===== src/rtl/sseg_display_driver_if.sv =====
// Bundles the request/response handshake and segment outputs of the
// seven-segment display driver.
//
// Handshake: the master raises load for one cycle with value/hex_mode valid
// alongside it. The request is accepted only when busy is low; a load seen
// while busy is high is dropped. busy rises on the edge after acceptance and
// falls on the edge where done rises. done is a one-cycle pulse marking the
// cycle in which HEX0..HEX5 first carry the new display. A new load may be
// presented in the same cycle that done is high.
interface sseg_display_driver_if;
    logic        load;
    logic [15:0] value;
    logic        hex_mode;
    logic        busy;
    logic        done;
    logic [6:0]  HEX0;
    logic [6:0]  HEX1;
    logic [6:0]  HEX2;
    logic [6:0]  HEX3;
    logic [6:0]  HEX4;
    logic [6:0]  HEX5;

    modport master (
        output load, value, hex_mode,
        input  busy, done, HEX0, HEX1, HEX2, HEX3, HEX4, HEX5
    );

    modport slave (
        input  load, value, hex_mode,
        output busy, done, HEX0, HEX1, HEX2, HEX3, HEX4, HEX5
    );
endinterface


===== src/rtl/sseg_display_driver.sv =====
// Seven-segment display driver: shows a 16-bit two's-complement value either
// as signed decimal (serial shift-and-add-3 conversion, 16 cycles) or as four
// raw hexadecimal nibbles. Segment codes are active-low {g,f,e,d,c,b,a}.
module sseg_display_driver #(
    parameter bit BLANK_LEADING = 1'b1
) (
    input  logic                        CLOCK_50,
    input  logic                        reset,
    sseg_display_driver_if.slave        bus,
    output logic [1:0]                  dbg_state
);

    typedef enum logic [1:0] {
        IDLE = 2'd0,
        CONV = 2'd1,
        SHOW = 2'd2
    } state_t;

    localparam logic [6:0] SEG_BLANK = 7'b1111111;
    localparam logic [6:0] SEG_MINUS = 7'b0111111;
    localparam logic [6:0] SEG_ZERO  = 7'b1000000;

    state_t      state;
    logic        sign_q;
    logic        hex_sel_q;
    logic [15:0] shift_q;   // magnitude being shifted out (decimal) or raw value (hex)
    logic [19:0] bcd_q;     // five BCD digits, digit 0 in bits [3:0]
    logic [3:0]  cnt_q;
    logic        busy_q;
    logic        done_q;
    logic [6:0]  hex_q [6];

    logic [19:0] bcd_adj;
    logic [6:0]  hex_nxt [6];
    logic [15:0] magnitude;

    function automatic logic [6:0] seg7(input logic [3:0] d);
        case (d)
            4'h0:    seg7 = 7'b1000000;
            4'h1:    seg7 = 7'b1111001;
            4'h2:    seg7 = 7'b0100100;
            4'h3:    seg7 = 7'b0110000;
            4'h4:    seg7 = 7'b0011001;
            4'h5:    seg7 = 7'b0010010;
            4'h6:    seg7 = 7'b0000010;
            4'h7:    seg7 = 7'b1111000;
            4'h8:    seg7 = 7'b0000000;
            4'h9:    seg7 = 7'b0011000;
            4'hA:    seg7 = 7'b0001000;
            4'hB:    seg7 = 7'b0000011;
            4'hC:    seg7 = 7'b1000110;
            4'hD:    seg7 = 7'b0100001;
            4'hE:    seg7 = 7'b0000110;
            default: seg7 = 7'b0001110;
        endcase
    endfunction

    // Absolute value; 16'h8000 negates to itself, which read unsigned is 32768.
    assign magnitude = bus.value[15] ? (~bus.value + 16'd1) : bus.value;

    // Add-3 correction of every BCD digit that is 5 or more, ahead of the shift.
    always_comb begin
        bcd_adj = bcd_q;
        for (int i = 0; i < 5; i++) begin
            if (bcd_q[4*i +: 4] >= 4'd5) begin
                bcd_adj[4*i +: 4] = bcd_q[4*i +: 4] + 4'd3;
            end
        end
    end

    // Segment codes for the display about to be shown, with leading blanking.
    always_comb begin
        logic leading;
        leading = 1'b1;
        for (int i = 0; i < 6; i++) begin
            hex_nxt[i] = SEG_BLANK;
        end
        if (hex_sel_q) begin
            for (int i = 0; i < 4; i++) begin
                hex_nxt[i] = seg7(shift_q[4*i +: 4]);
            end
        end else begin
            for (int i = 4; i >= 1; i--) begin
                if (BLANK_LEADING && leading && (bcd_q[4*i +: 4] == 4'd0)) begin
                    hex_nxt[i] = SEG_BLANK;
                end else begin
                    leading    = 1'b0;
                    hex_nxt[i] = seg7(bcd_q[4*i +: 4]);
                end
            end
            hex_nxt[0] = seg7(bcd_q[3:0]);
            hex_nxt[5] = sign_q ? SEG_MINUS : SEG_BLANK;
        end
    end

    // Control FSM: capture on load, serial conversion, then a one-cycle show.
    always_ff @(posedge CLOCK_50) begin
        if (reset) begin
            state     <= IDLE;
            sign_q    <= 1'b0;
            hex_sel_q <= 1'b0;
            shift_q   <= '0;
            bcd_q     <= '0;
            cnt_q     <= '0;
            busy_q    <= 1'b0;
            done_q    <= 1'b0;
            hex_q[0]  <= SEG_ZERO;
            for (int i = 1; i < 6; i++) begin
                hex_q[i] <= SEG_BLANK;
            end
        end else begin
            done_q <= 1'b0;
            case (state)
                IDLE: begin
                    if (bus.load) begin
                        sign_q    <= bus.value[15];
                        hex_sel_q <= bus.hex_mode;
                        shift_q   <= bus.hex_mode ? bus.value : magnitude;
                        bcd_q     <= '0;
                        cnt_q     <= '0;
                        busy_q    <= 1'b1;
                        state     <= bus.hex_mode ? SHOW : CONV;
                    end
                end
                CONV: begin
                    bcd_q   <= {bcd_adj[18:0], shift_q[15]};
                    shift_q <= {shift_q[14:0], 1'b0};
                    cnt_q   <= cnt_q + 4'd1;
                    if (cnt_q == 4'd15) begin
                        state <= SHOW;
                    end
                end
                SHOW: begin
                    for (int i = 0; i < 6; i++) begin
                        hex_q[i] <= hex_nxt[i];
                    end
                    busy_q <= 1'b0;
                    done_q <= 1'b1;
                    state  <= IDLE;
                end
                default: state <= IDLE;
            endcase
        end
    end

    assign bus.busy  = busy_q;
    assign bus.done  = done_q;
    assign bus.HEX0  = hex_q[0];
    assign bus.HEX1  = hex_q[1];
    assign bus.HEX2  = hex_q[2];
    assign bus.HEX3  = hex_q[3];
    assign bus.HEX4  = hex_q[4];
    assign bus.HEX5  = hex_q[5];
    assign dbg_state = state;

endmodule


===== src/flat_wrapper.sv =====
// flat-port wrapper written by rule: the top's interface ports become plain ports
module sseg_display_driver_flat 
#(
    parameter bit BLANK_LEADING = 1'b1
)
  (CLOCK_50, reset, dbg_state, bus_load, bus_value, bus_hex_mode, bus_busy, bus_done, bus_HEX0, bus_HEX1, bus_HEX2, bus_HEX3, bus_HEX4, bus_HEX5);
  sseg_display_driver_if bus_i ();
  input  logic CLOCK_50;
  input  logic reset;
  output logic [1:0] dbg_state;
  input wire logic [$bits(bus_i.load)-1:0] bus_load;
  input wire logic [$bits(bus_i.value)-1:0] bus_value;
  input wire logic [$bits(bus_i.hex_mode)-1:0] bus_hex_mode;
  output wire logic [$bits(bus_i.busy)-1:0] bus_busy;
  output wire logic [$bits(bus_i.done)-1:0] bus_done;
  output wire logic [$bits(bus_i.HEX0)-1:0] bus_HEX0;
  output wire logic [$bits(bus_i.HEX1)-1:0] bus_HEX1;
  output wire logic [$bits(bus_i.HEX2)-1:0] bus_HEX2;
  output wire logic [$bits(bus_i.HEX3)-1:0] bus_HEX3;
  output wire logic [$bits(bus_i.HEX4)-1:0] bus_HEX4;
  output wire logic [$bits(bus_i.HEX5)-1:0] bus_HEX5;
  assign bus_i.load = bus_load;
  assign bus_i.value = bus_value;
  assign bus_i.hex_mode = bus_hex_mode;
  assign bus_busy = bus_i.busy;
  assign bus_done = bus_i.done;
  assign bus_HEX0 = bus_i.HEX0;
  assign bus_HEX1 = bus_i.HEX1;
  assign bus_HEX2 = bus_i.HEX2;
  assign bus_HEX3 = bus_i.HEX3;
  assign bus_HEX4 = bus_i.HEX4;
  assign bus_HEX5 = bus_i.HEX5;
  sseg_display_driver #(.BLANK_LEADING(BLANK_LEADING)) u_core (.CLOCK_50(CLOCK_50), .reset(reset), .bus(bus_i), .dbg_state(dbg_state));
endmodule

===== config.mk =====
export PLATFORM = sky130hd
export DESIGN_NAME = sseg_display_driver_flat
export DESIGN_NICKNAME = d
export VERILOG_FILES = /design/src/rtl/sseg_display_driver_if.sv /design/src/rtl/sseg_display_driver.sv /design/src/flat_wrapper.sv
export SDC_FILE = /design/constraint.sdc
export NUM_CORES = 1
export LEC_CHECK = 0
export ABC_CLOCK_PERIOD_IN_PS = 3800
export BUFFER_PORTS_ARGS = -buffer_cell sky130_fd_sc_hd__clkbuf_2
export CAP_MARGIN = 20
export CORE_MARGIN = 1.5
export CORE_UTILIZATION = 45
export CTS_BUF_LIST = sky130_fd_sc_hd__clkbuf_8
export CTS_CLUSTER_DIAMETER = 60
export DETAILED_ROUTE_END_ITERATION = 10
export MAX_ROUTING_LAYER = met4
export PLACE_DENSITY = 0.63
export SLEW_MARGIN = 20
export SYNTH_ARGS = -nofsm -noshare
export SYNTH_HDL_FRONTEND = slang
export SYNTH_SLANG_ARGS = --single-unit

===== constraint.sdc =====
create_clock -name CLOCK_50 -period 3.8 [get_ports CLOCK_50]
set_input_delay 0.76 -clock CLOCK_50 [delete_from_list [all_inputs] [get_ports CLOCK_50]]
set_output_delay 0.76 -clock CLOCK_50 [all_outputs]
set_load 0.05 [all_outputs]

Word-level counts from Yosys, hierarchy flattened
Memory sizes are Yosys's and may differ from the RTL's. A register that Yosys moved wholly into a read port is not among the register bits.
Cells that the tools add are included.
{ "totals": {"output_inout_bits": 46, "mem_count": 10, "regBits": 46, "mem_bits_rw": 42, "mem_bits_ro": 1008, "inputBits": 20, "wordCells": 117} }
{ "memory_table": {"columns": ["name", "depth", "word_bits", "read_ports", "rd_ports_with_merged_regs", "write_ports", "line_no", "source"], "rows": [
  ["(no name shown)", 16, 7, 1, 1, 0, "sseg_display_driver.sv:38", "case (d)"],
  ["(no name shown)", 16, 7, 1, 1, 0, "sseg_display_driver.sv:38", null],
  ["(no name shown)", 16, 7, 1, 1, 0, "sseg_display_driver.sv:38", null],
  ["(no name shown)", 16, 7, 1, 1, 0, "sseg_display_driver.sv:38", null],
  ["(no name shown)", 16, 7, 1, 1, 0, "sseg_display_driver.sv:38", null],
  ["(no name shown)", 16, 7, 1, 1, 0, "sseg_display_driver.sv:38", null],
  ["+4 memories", null, null, null, null, null, null, null]
]} }
{ "classes": {"muxes": 61, "add_sub_neg": 7, "n_reduce_logical": 14, "order_cmp": 5, "bitwise": 7, "n_eq_ne": 5} }
{ "op_table": {"columns": ["operator", "n"], "rows": [
  ["$mux W4", 23],
  ["$mux W7", 11],
  ["$mux W16", 3],
  ["$pmux W20 S2", 1],
  ["$pmux W16 S2", 1],
  ["$mux W28", 1],
  ["$ge A4 B3 Y1 const B", 5],
  ["$mux W20", 1],
  ["$add A16 B1 Y16 const B", 1],
  ["$add A4 B2 Y4 const B", 4],
  ["$logic_not A4 Y1", 4],
  ["$not A16 Y16", 1],
  ["$mux W14", 1],
  ["$mux W1", 12],
  ["$pmux W4 S2", 1],
  ["$reduce_and A2 Y1", 4],
  ["$mux W2", 3],
  ["$or A1 B1 Y1", 6],
  ["$add A4 B1 Y4 const B", 1],
  ["$eq A4 B4 Y1 const B", 1],
  ["$pmux W2 S2", 1],
  ["$reduce_bool A2 Y1", 2],
  ["$add A3 B2 Y3 const B", 1],
  ["$logic_and A1 B1 Y1", 3],
  ["7 further kinds", 7]
]} }

Depth between registers and ports, before layout
{ "depth": {"word_depth": 13, "depth_mapped": 13, "depth_no_buf": 13} }

Least setup slack after synthesis
Ideal clock, no wire load.
{ "synth_path": {"path_type": "input to register", "start": "input port bus_value[4]", "end": "register with a tool-made name", "setup_ns": 0.059, "stages": 10, "setup_slack_ns": 0.340, "arrival_time_ns": 3.401, "cell_sequence": "nor3_1 nand3_1 nand2_1 xor2_1 a2111oi_0 ha_1 o21bai_1 mux2i_1 a311oi_1 a22o_1"} }
{ "synth_rtl": {"columns": ["item", "line_no", "source"], "rows": [
  ["start: declaration", "flat_wrapper.sv:12", "input wire logic [$bits(bus_i.value)-1:0] bus_value;"]
]} }

==> flow_summary.toml <==
[drt]
finalWirelength_um = 18100
wire_per_inst_um = 16.1
postRouteAntennaNets = 0
drtPass1Iterations = 5
vias_per_cell = 5.58
vias = 6273
route.detailed.drc = 0
first_iter_violations = 491

[yosys]
synthArstFlopShare = 0
syn_inst = 834
syn_area_per_cell_um2 = 9.35
synth_top_family_by_area = "compound AO/OA/AOI/OAI gates"
synth_top_area_frac = 0.280
yosys-top-cells-area = "dfxtp_1, edfxtp_1, ha_1, nor2_1, mux2i_1"
synth-edff-count = 36
syn_area_um2 = 7800
yosysUniqueCellTypes = 73
synth_fa_ha_area_frac = 0.0946
muxShareOfSynthArea = 0.0470
ys_seq_area_frac = 0.418
ys_top_cells_by_count = "dfxtp_1, nor2_1, ha_1"
ys_seq_elements = 145
synth_xor_area_frac = 0.0202
synthFlopType = "dfxtp_1"
synth_warnings = 0
synth_compound_area_frac = 0.232
synth_top_area_cell = "dfxtp_1"
synth_simple_gate_area_frac = 0.134
yosysMostFrequentCell = "dfxtp_1"

[global_routing]
grt_pass1_wl_um = 29200
grt_overflow = 0
grt_start_max_net_pins = 55
first_global_vias = 5738
antenna_found_initial = 0
grt_usage = 0.212

[pwr]
p_leak_uw = 0.00340
cellPowerDensity_nw_per_um2 = 402
irDropWorstVdd_mv = 0.202

[placed_design]
gp_congestion = 0.909
port_buffers = 59
dp_hpwl_um = 12600
post-place-ws_ps = 161

[final_layout]
final_nets = 972
n_antenna_cell = 0
syn2layout_area_growth_pct = 12.8
drive_gt1_frac = 0.154
utilization = 0.525

[timing]
skew_ps = 12.3
setup_slack_ps = 585
setup_viol = 0
period_minus_slack_ps = 3210
finalSetupTns_ps = 0
maxSlewViolCount = 0
timing.hold.ws_ps = 462
tightest_slew_ps = 838
rsz0062_at_grt = "false"
fin_crit_sh = 0.846
maxSlewHeadroom = 0.441
hold_viol = 0
fmaxAchievable_mhz = 311

[floorplan]
rows = 47
core_area_um2 = 16800
start_util = 0.465
fp.dieH_um = 135
fp.dieW_um = 135
io-pin-count = 66
die-area_um2 = 18100

[clock_tree]
cts_setup_buffers = 0
clk_latency_ps = 460
numCtsBuffers = 17
clock_path_buffers = 2
cts_hold_buf = 0
htree_levels = 4
tritoncts = "built"
cts-root-buf = "clkbuf_8"
path_clk_slew_ps = 80
clock_sinks = 145
cts_resized = 0

[setup_path]
cp-start-kind = "input port"
critPathKind = "input port to register"
crit_path_end_kind = "register"
crit_path_max_fanout = 7
critPathRequiredTime_ps = 4200
worstPathArrival_ps = 3620

[run]
drv_cap = 0

[status]
run_status = "complete, no violations"

[hold_path]
hold_path.class = "register to register"
==> cells in the final DEF, fill, tap and decap left out, types with 6 or more instances in the layout <==
master | netlist | final
a31oi_1 | 14 | 14
xnor2_1 | 13 | 13
inv_1 | 51 | 52
a32o_1 | 6 | 6
nand3_1 | 9 | 9
o22ai_1 | 30 | 30
nor3_1 | 9 | 9
nand2b_1 | 24 | 23
dfxtp_1 | 109 | 109
o2bb2ai_1 | 6 | 6
mux2i_1 | 31 | 31
nor2b_1 | 10 | 9
buf_4 | 6 | 26
conb_1 | 1 | 6
o32ai_1 | 8 | 8
nor3b_1 | 7 | 7
o31ai_1 | 6 | 6
a21oi_1 | 54 | 54
clkbuf_8 | 0 | 18
clkbuf_2 | 0 | 58
nor2_1 | 96 | 96
edfxtp_1 | 36 | 36
o21ai_0 | 18 | 18
or2_2 | 7 | 7
o22a_1 | 25 | 25
ha_1 | 59 | 59
a22oi_1 | 15 | 15
nand2_1 | 39 | 39
a211oi_1 | 13 | 13
==> critical path, cell delays in order <==
cell and delay (ps):
clkbuf_2 110, inv_1 70, ha_1 150, or4b_4 520
o41ai_2 270, xnor2_1 110, a222oi_1 370, nor2_1 130
inv_1 130, ha_1 300, o21bai_1 170, mux2i_1 90
a311oi_1 270, a22o_1 170
==> final timing paths <==
| path | startpoint | end | slack (ps) | depth (start not counted) |
|---|---|---|---|---|
| hold / removal | u_core.sign_q$_SDFFE_PP0P_ | u_core.sign_q$_SDFFE_PP0P_ | 460 | 2 |
| setup / recovery | bus_value[0] | register | 590 | 14 |
| hold reg to reg | u_core.sign_q$_SDFFE_PP0P_ | u_core.sign_q$_SDFFE_PP0P_ | 460 | 2 |
| setup reg to reg | u_core.dbg_state[1]$_SDFFE_PP0P_ | register | 920 | 10 |
==> cells by family (layout without fill, tap and decap cells) <==
family	Yosys count	after routing
compound gates	253	253
simple gates	219	219
flops	145	145
buf+inv	103	169
fa+ha+maj	59	59
mux	36	36
xor+xnor	18	18
other cells	1	6
==> layer usage <==
| layer | wire, um | global-route usage |
|---|---|---|
| met3 | 767 | 0.0383 |
| met1 | 8710 | 0.280 |
| met2 | 8230 | 0.323 |
| met5 | 0 | - |
| met4 | 377 | 0.0830 |
==> per-stage QoR <==
step	power (uW)	instances	instance area [um2]
global route	3710	1125	8800
detailed placement	2320	1094	8390
global placement	2320	1094	8390
CTS	3570	1125	8800
finish	3540	1125	8800
floorplan	2150	839	7820
==> power breakdown <==
group / switching, uW / internal, uW / total, uW
Combinational: 368 / 215 / 583
Sequential: 40.5 / 1660 / 1700
Clock: 591 / 662 / 1250
==> final cells by class <==
class                      instances  area (um2)
tap                              220         275
fill                            1565        7960
multi-input combinational        591        4150
clock inverter                    13         161
sequential                       145        3260
clock buffer                      18         248
inverter                          53         199
timing repair buffer              85         505
(Power assumes the default switching activity.)
